===== src/rtl/hilo_muldiv_ctrl.sv =====
`default_nettype none
// ============================================================================
// hilo_muldiv_ctrl : HI/LO register owner with fixed-latency multiply path and
//                    radix-2 restoring divider, ready/valid to the EX stage.
// Revision: 1.0
// ============================================================================
module hilo_muldiv_ctrl #(
  parameter int MUL_LAT = 2
) (
  input  logic        clk,
  input  logic        resetn,
  input  logic        req_valid,
  input  logic [12:0] req_op,
  input  logic [31:0] src_a,
  input  logic [31:0] src_b,
  input  logic        flush,
  output logic        req_ready,
  output logic        busy,
  output logic        done,
  output logic        res_valid,
  output logic [31:0] res_data,
  output logic [31:0] hi,
  output logic [31:0] lo
);

  typedef enum logic [1:0] {
    S_IDLE = 2'd0,
    S_MUL  = 2'd1,
    S_DIV  = 2'd2,
    S_DONE = 2'd3
  } state_t;

  localparam logic [4:0] c_MUL_CNT = 5'(MUL_LAT - 1);
  localparam logic [4:0] c_DIV_CNT = 5'd31;

  state_t      r_state;
  logic [31:0] r_hi, r_lo, r_a, r_b, r_res, r_quo, r_rem, r_dvs;
  logic [4:0]  r_cnt;
  logic        r_sgn, r_gpr, r_acc, r_sub;

  logic [12:0] w_sel;
  logic        w_accept, w_mulcls, w_divcls, w_sel_sgn, w_to_idle, w_ge;
  logic [31:0] w_abs_a, w_abs_b, w_quo_n, w_rem_n, w_q_fix, w_r_fix;
  logic [32:0] w_shift, w_diff;
  logic [63:0] w_pa, w_pb, w_prod, w_hilo, w_acc;

  // Isolating the lowest set bit gives "lowest index wins" for multi-hot ops.
  assign w_sel     = req_op & (~req_op + 13'd1);
  assign w_accept  = req_valid & (r_state == S_IDLE) & ~flush;
  assign w_mulcls  = |w_sel[12:6];
  assign w_divcls  = |w_sel[5:4];
  assign w_sel_sgn = w_sel[4] | w_sel[6] | w_sel[8] | w_sel[9] | w_sel[11];
  assign w_abs_a   = (w_sel[4] & src_a[31]) ? (32'd0 - src_a) : src_a;
  assign w_abs_b   = (w_sel[4] & src_b[31]) ? (32'd0 - src_b) : src_b;

  // Low 64 bits of the product of sign/zero-extended operands.
  assign w_pa   = {{32{r_sgn & r_a[31]}}, r_a};
  assign w_pb   = {{32{r_sgn & r_b[31]}}, r_b};
  assign w_prod = w_pa * w_pb;
  assign w_hilo = {r_hi, r_lo};
  assign w_acc  = r_sub ? (w_hilo - w_prod) : (w_hilo + w_prod);

  assign w_shift = {r_rem, r_quo[31]};
  assign w_diff  = w_shift - {1'b0, r_dvs};
  assign w_ge    = ~w_diff[32];
  assign w_rem_n = w_ge ? w_diff[31:0] : w_shift[31:0];
  assign w_quo_n = {r_quo[30:0], w_ge};
  assign w_q_fix = (r_sgn & (r_a[31] ^ r_b[31])) ? (32'd0 - w_quo_n) : w_quo_n;
  assign w_r_fix = (r_sgn & r_a[31]) ? (32'd0 - w_rem_n) : w_rem_n;

  assign w_to_idle = (r_state == S_DONE) |
                     (((r_state == S_MUL) | (r_state == S_DIV)) & flush);

  assign req_ready = (r_state == S_IDLE);
  assign busy      = (r_state != S_IDLE);
  assign done      = (r_state == S_DONE) & ~flush;
  assign hi        = r_hi;
  assign lo        = r_lo;

  always_comb begin
    res_valid = 1'b0;
    res_data  = 32'd0;
    if (w_accept && w_sel[2]) begin
      res_valid = 1'b1;
      res_data  = r_hi;
    end else if (w_accept && w_sel[3]) begin
      res_valid = 1'b1;
      res_data  = r_lo;
    end else if ((r_state == S_DONE) && r_gpr && !flush) begin
      res_valid = 1'b1;
      res_data  = r_res;
    end
  end

  always_ff @(posedge clk or negedge resetn) begin
    if (!resetn) begin
      r_state <= S_IDLE;
      r_hi    <= 32'd0;
      r_lo    <= 32'd0;
      r_a     <= 32'd0;
      r_b     <= 32'd0;
      r_res   <= 32'd0;
      r_quo   <= 32'd0;
      r_rem   <= 32'd0;
      r_dvs   <= 32'd0;
      r_cnt   <= 5'd0;
      r_sgn   <= 1'b0;
      r_gpr   <= 1'b0;
      r_acc   <= 1'b0;
      r_sub   <= 1'b0;
    end else begin
      case (r_state)
        S_IDLE: if (w_accept) begin
          if (w_sel[0]) r_hi <= src_a;
          if (w_sel[1]) r_lo <= src_a;
          if (w_mulcls || w_divcls) begin
            r_a   <= src_a;
            r_b   <= src_b;
            r_sgn <= w_sel_sgn;
            r_gpr <= w_sel[8];
            r_acc <= |w_sel[12:9];
            r_sub <= |w_sel[12:11];
          end
          if (w_mulcls) begin
            r_state <= S_MUL;
            r_cnt   <= c_MUL_CNT;
          end
          if (w_divcls) begin
            r_state <= S_DIV;
            r_cnt   <= c_DIV_CNT;
            r_quo   <= w_abs_a;
            r_dvs   <= w_abs_b;
            r_rem   <= 32'd0;
          end
        end
        S_MUL: if (!flush) begin
          if (r_cnt == 5'd0) begin
            if (r_gpr) r_res <= w_prod[31:0];
            else {r_hi, r_lo} <= r_acc ? w_acc : w_prod;
            r_state <= S_DONE;
          end else begin
            r_cnt <= r_cnt - 5'd1;
          end
        end
        S_DIV: if (!flush) begin
          r_quo <= w_quo_n;
          r_rem <= w_rem_n;
          if (r_cnt == 5'd0) begin
            if (r_b == 32'd0) begin
              r_hi <= r_a;
              r_lo <= 32'hFFFF_FFFF;
            end else begin
              r_hi <= w_r_fix;
              r_lo <= w_q_fix;
            end
            r_state <= S_DONE;
          end else begin
            r_cnt <= r_cnt - 5'd1;
          end
        end
        S_DONE:  r_state <= S_IDLE;
        default: r_state <= S_IDLE;
      endcase
      if (w_to_idle) begin
        r_state <= S_IDLE;
        r_cnt   <= 5'd0;
        r_a     <= 32'd0;
        r_b     <= 32'd0;
        r_quo   <= 32'd0;
        r_rem   <= 32'd0;
        r_dvs   <= 32'd0;
        r_sgn   <= 1'b0;
        r_gpr   <= 1'b0;
        r_acc   <= 1'b0;
        r_sub   <= 1'b0;
      end
    end
  end

endmodule
`default_nettype wire

===== config.mk =====
export PLATFORM = sky130hd
export DESIGN_NAME = hilo_muldiv_ctrl
export DESIGN_NICKNAME = d
export VERILOG_FILES = /design/src/rtl/hilo_muldiv_ctrl.sv
export SDC_FILE = /design/constraint.sdc
export NUM_CORES = 2
export LEC_CHECK = 0
export CAP_MARGIN = 10
export CORE_UTILIZATION = 24
export DETAILED_ROUTE_END_ITERATION = 12
export MAX_ROUTING_LAYER = met4
export PLACE_DENSITY = 0.48
export SETUP_SLACK_MARGIN = 0.5
export SKIP_LAST_GASP = 1
export SYNTH_ARGS = -nofsm -noshare
export SYNTH_HDL_FRONTEND = slang
export SYNTH_SLANG_ARGS = --single-unit

===== constraint.sdc =====
create_clock -name clk -period 17.25 [get_ports clk]
set_input_delay 4.3125 -clock clk [delete_from_list [all_inputs] [get_ports clk]]
set_output_delay 4.3125 -clock clk [all_outputs]
set_load 0.1 [all_outputs]

---- After elaboration in Yosys (flattened, before gate mapping) ----
Cells that the tools add are included.
storage, ports and cells
  flip-flop bits (word level) ............. 267
  bits in latches ......................... 0
  RAM bits ................................ 0
  memory bits (read-only) ................. 0
  bits of input ports ..................... 81
  word-level logic and storage cells ...... 175
  memories kept ........................... 0
operators by class
  $add $sub $neg .......................... 9
  $mul .................................... 1
  divide/modulo/power cells ............... 0
  magnitude comparators ................... 0
  equality and inequality tests ........... 18
  shift-type cells ........................ 0
  muxes and demuxes ....................... 83
  bitwise operators ....................... 20
  reduce and logical (&&, ||, !) cells .... 30
operator list
  kind                                                count
  two-way mux 32 bit                                  44
  case mux 32 bit (3 select lines)                    2
  two-way mux 64 bit                                  2
  case mux 32 bit (2 select lines)                    2
  subtractor 1 x 32 -> 32 bit (first input constant)  4
  adder 64 bit                                        1
  multiplier 33 x 33 -> 64 bit                        1
  subtractor 64 bit                                   1
  subtractor 33 x 32 -> 33 bit                        1
  logical NOT 32 bit                                  1
  two-way mux 5 bit                                   6
  two-way mux 1 bit                                   19
  AND reduction 8 bit                                 2
  adder 13 x 1 -> 13 bit (second input constant)      1
  AND 13 bit                                          1
  NOT 13 bit                                          1
  two-way mux 2 bit                                   6
  AND reduction 4 bit                                 3
  != test 2 x 1 -> 1 bit (second input constant)      5
  case mux 5 bit (2 select lines)                     1
  nonzero test 2 bit                                  5
  AND 1 bit                                           9
  != test 3 x 1 -> 1 bit (second input constant)      3
  nonzero test 3 bit                                  3
  other kinds (21)                                    37

---- Logic depth before layout (Yosys ltp) ----
  word-level depth ........................ 11
  mapped depth ............................ 50
  mapped depth without buffers ............ 45

---- Least setup slack after synthesis ----
OpenSTA, ideal clock, no wires.
  path type ............................... flip-flop to flip-flop
  start point ............................. register r_a[31]
  end point ............................... register r_hi[31] (netlist: hi[31])
  setup time .............................. 68 ps
  arrival time ............................ 11880 ps
  required time ........................... 17182 ps
  setup slack ............................. 5301 ps
  cell stages (with the launch flop) ...... 48
  buffers on the path ..................... 6
  period minus slack after synthesis ...... 11949 ps
  path through ............................ dfrtp_1 clkbuf_1 and2_1 clkbuf_1 clkbuf_1 buf_1 nand2_1 inv_1 fa_1 fa_1 fa_1 inv_1 fa_1 inv_1 fa_1 fa_1 inv_1 fa_1 [... 12 more ...] nand3_4 nor3b_2 nor2_1 xnor2_1 ha_1 a21o_1 a21o_1 a21o_1 a21o_1 a21oi_1 o211ai_1 o21ai_0 nor4b_1 a311oi_1 nor4b_2 mux2i_1 a211o_1 nand3_1
on the way
  longest elaborated chain between the ends .. 9
  elaborated cells on any way between the ends .. 14
RTL lines
  item                                                      RTL line  RTL
  start: declaration                                        37        logic [31:0] r_hi, r_lo, r_a, r_b, r_res, r_quo, r_rem, r_dvs;
  start signal: assignment                                  117       r_a <= src_a;
  AND 1 bit                                                 57, 69
  multiplier 33 x 33 -> 64 bit                              59        assign w_prod = w_pa * w_pb;
  adder 64 bit / subtractor 64 bit (equally long branches)  61        assign w_acc = r_sub ? (w_hilo - w_prod) : (w_hilo + w_prod);
  two-way mux 64 bit                                        61
  two-way mux 64 bit                                        139       else {r_hi, r_lo} <= r_acc ? w_acc : w_prod;
  two-way mux 32 bit                                        138       if (r_gpr) r_res <= w_prod[31:0];
  two-way mux 32 bit                                        137       if (r_cnt == 5'd0) begin
  two-way mux 32 bit                                        136       S_MUL: if (!flush) begin
  case mux 32 bit (3 select lines) *                        112       case (r_state)
  end signal: assignment                                    114       if (w_sel[0]) r_hi <= src_a;
  end signal: assignment                                    139
  end signal: assignment                                    150       r_hi <= r_a;
  end: declaration                                          37
Mark *: on every way between the ends. The rest lies on a longest branch, timed or not. The select of a mux whose other input is x is not followed.
A chain may end at the register's enable or synchronous reset.

---- Final worst setup path ----
Ends and elaborated chain as after synthesis.

==> flow_summary.yaml <==
pwr:
  vdd_ir_drop_max_mv: 0.0999
  p_per_area_nw_per_um2: 105
  p_leak_nw: 30.2
setup_path:
  cp_top_family: "adder cells"
  critPathSlowestCell: "dfrtp_2"
  ff2ff_setup_slack_ps: 3090
  cp.required_ps: 17780
  worst_setup_path_end_kind: "flip-flop"
  path_buf_inv: 4
  max_stage_delay_ps: 1180
  worst_setup_path_start_kind: "flip-flop"
  crit_top_cell: "fa_1"
  path_max_fanout: 56
  critPathArrivalTime_ps: 14690
  critPathKind: "flip-flop to flip-flop"
global_routing:
  globalRoute.busiestLayer: "met2"
  grt_max_degree: 77
  antenna_found_initial: 25
  gr-usage-all-layers: 0.192
  globalRouteMet1Util: 0.265
  grtUsageMet2: 0.299
  grt_pass1_wl_mm: 368
  grt_pass1_vias: 54000
  overflow: 0
  grt_use_met3: 0.0238
job:
  maxCapViolCount: 0
timing:
  fin_tns_setup_ps: 0
  skew_ps: 45.6
  fin_crit_sh: 0.821
  min_period_ps: 14160
  worst_slew_pin_slew_ps: 1330
  rsz0062_at_grt: "false"
  timing.fmax_mhz: 70.6
  maxSlewViolCount: 0
  finalSetupViolations: 0
  hold_viol: 0
  final.setup.worst_slack_ps: 3090
  relSlewSlack: 0.112
logic_synthesis:
  syn_inst: 7388
  synth_edf_count: 0
  ys_seq_elements: 267
  synthesis.nets: 8917
  synth.cell_area_um2: 62300
  ys_types: 101
  ys.flop_type: "dfrtp_1"
  async_flop_share: 1.00
  ys_seq_area_frac: 0.107
  yosys_warnings: 0
  syn_avg_cell_area_um2: 8.43
die:
  dieWidth_um: 511
  start_util: 0.242
  die_h_um: 511
  core_um2: 257000
  rows: 186
  ioPinCount: 181
  die_area_um2: 261000
placement:
  gp_congestion: 0.944
  dp_worst_setup_slack_ps: 3330
  hpwl_mm: 199
  port_buffers: 180
  placed_area_um2: 67600
drt:
  dr.pass1.iters: 7
  finalWirelength_mm: 247
  postRouteAntennaNets: 0
  drtIter0Drc: 4518
  drt-wirelength-per-cell_um: 23.0
  remaining_drc_errors: 0
  via_count: 52900
  viasPerCell: 4.94
cells_and_area:
  design_area_um2: 68900
  drive_above_1_share: 0.0418
  nFillCells: 27900
  area_growth_pct: 10.6
  final_nets: 8801
clock_network:
  hold_buffers: 0
  cts_tree: "yes"
  cts_made_buffers: 39
  path_clk_slew_ps: 60
  clk_latency_ps: 640
  root_buffer: "clkbuf_16"
  cts_buffer_depth: 3
  cts.repair.resized: 0
  cts_setup_buffers: 0
  h-tree-depth: 2
  cts.sinks: 267
status:
  status: "finished clean"
worst_hold_path:
  hold_path_class: "flip-flop to flip-flop"
## final cells by class
cell class	count	area, um2	share of cell area
Sequential cell	267	6690	0.0971
Multi-Input combinational cell	5434	49300	0.716
Antenna cell	12	30.0	0.000436
Inverter	1227	4610	0.0669
Clock inverter	16	171	0.00249
Tap cell	3384	4230	0.0615
Clock buffer	54	1120	0.0163
Timing Repair Buffer	303	2730	0.0396
## cell families (layout without fill, tap and decap cells)
| logic type | after synthesis | after routing | share of synthesized area |
|---|---|---|---|
| other | 0 | 12 | 0 |
| xor gates and xnor gates | 312 | 312 | 0.0439 |
| AOI/OAI and AO/OA | 1279 | 1279 | 0.132 |
| buffers and inverters | 1687 | 1600 | 0.102 |
| adders and majority gates | 1448 | 1448 | 0.427 |
| and+or+nand+nor | 2322 | 2322 | 0.176 |
| muxes | 73 | 73 | 0.0121 |
| DFF | 267 | 267 | 0.107 |
## flip-flops by register name, indices dropped and copies added, names as in the netlist, 2 cells and up
register  cells
r_quo        32
r_b          32
r_dvs        32
r_state       2
lo           32
r_rem        32
r_a          32
hi           32
r_res        32
r_cnt         5
## cell usage in the layout (no fill, tap or decap), types with 55 or more instances in the layout
| cell type | count |
|---|---|
| nand2_1 | 1189 |
| nand3_1 | 63 |
| a21o_1 | 109 |
| o21ai_0 | 312 |
| buf_4 | 123 |
| nor2_1 | 296 |
| a21oi_1 | 406 |
| and2_1 | 387 |
| xnor2_1 | 201 |
| xor2_1 | 111 |
| nor3_1 | 55 |
| ha_1 | 318 |
| mux2i_1 | 55 |
| dfrtp_1 | 264 |
| clkdlybuf4s50_1 | 179 |
| fa_1 | 1127 |
| inv_1 | 1226 |
## path summary, 6_finish.rpt
| path | start | to | cells after the start |
|---|---|---|---|
| max in group asynchronous | resetn | r_a[31] | 2 |
| max reg2reg | r_a[31] | hi[31] | 40 |
| min in group asynchronous | resetn | r_state[0] | 1 |
| min | r_res[21] | r_res[21] | 2 |
| min reg2reg | r_res[21] | r_res[21] | 2 |
| max | r_a[31] | hi[31] | 40 |
## tightest hold or removal path: stages (launching register included)
cell     delay, ps
dfrtp_1        340
nand2_1         50
o21ai_0         60
## power breakdown
| part | switching (mW) | internal, mW | leakage, nW |
|---|---|---|---|
| clock | 0.380 | 0.488 | 0.648 |
| sequential | 0.348 | 0.737 | 3.60 |
| combinational | 3.59 | 1.70 | 26.0 |
## layer usage
metal  vias up  wire length (um)  part of all wire
met5         -                 0                 0
met4         0              5940             0.024
met3       263             15500             0.063
met2      1784            113000              0.46
met1     27600            113000              0.46
li1      23200                 -                 -
## synthesized netlist by cell type, drive strengths merged, types with 8 or more instances
cell / number / area [um2]
a311oi: 15 / 131
o211ai: 31 / 233
o41ai: 13 / 121
mux2: 18 / 203
xor2: 111 / 972
o21a: 32 / 240
a41oi: 8 / 77.6
o21bai: 21 / 161
mux2i: 55 / 551
nor3: 57 / 295
o311ai: 8 / 77.6
fa: 1127 / 22600
nand3: 65 / 338
nor4b: 10 / 130
and2: 387 / 2420
nand3b: 12 / 90.1
nor4: 38 / 259
and4: 19 / 166
nor2b: 21 / 131
nor2: 303 / 1140
a21o: 110 / 826
nand2b: 23 / 144
inv: 1226 / 4600
nand2: 1190 / 4470
or4: 13 / 97.6
a31oi: 48 / 300
a222oi: 32 / 320
a221o: 12 / 120
o31ai: 50 / 408
and3: 55 / 349
buf: 36 / 179
a31o: 9 / 78.8
o21ai: 325 / 1630
nand4: 45 / 297
a211o: 8 / 70.1
dfrtp: 267 / 6680
clkbuf: 424 / 1590
a211oi: 43 / 333
or3: 34 / 223
a221oi: 30 / 275
or2: 28 / 175
xnor2: 201 / 1760
ha: 321 / 4020
a2111oi: 10 / 156
a21oi: 410 / 2060
## stage by stage
| stage | power, mW | cells | util | hold WS, ps |
|---|---|---|---|---|
| 2_1_floorplan | 4.48 | 7388 | - | 447 |
| 3_3_place_gp | 6.30 | 10600 | 0.262 | 464 |
| 3_5_place_dp | 6.26 | 10600 | 0.262 | 473 |
| 4_1_cts | 7.15 | 10700 | 0.267 | 485 |
| 5_1_grt | 7.62 | 10700 | 0.268 | 510 |
| 6_report | 7.25 | 10700 | 0.268 | 482 |
Power figures use the tool's default switching activity.
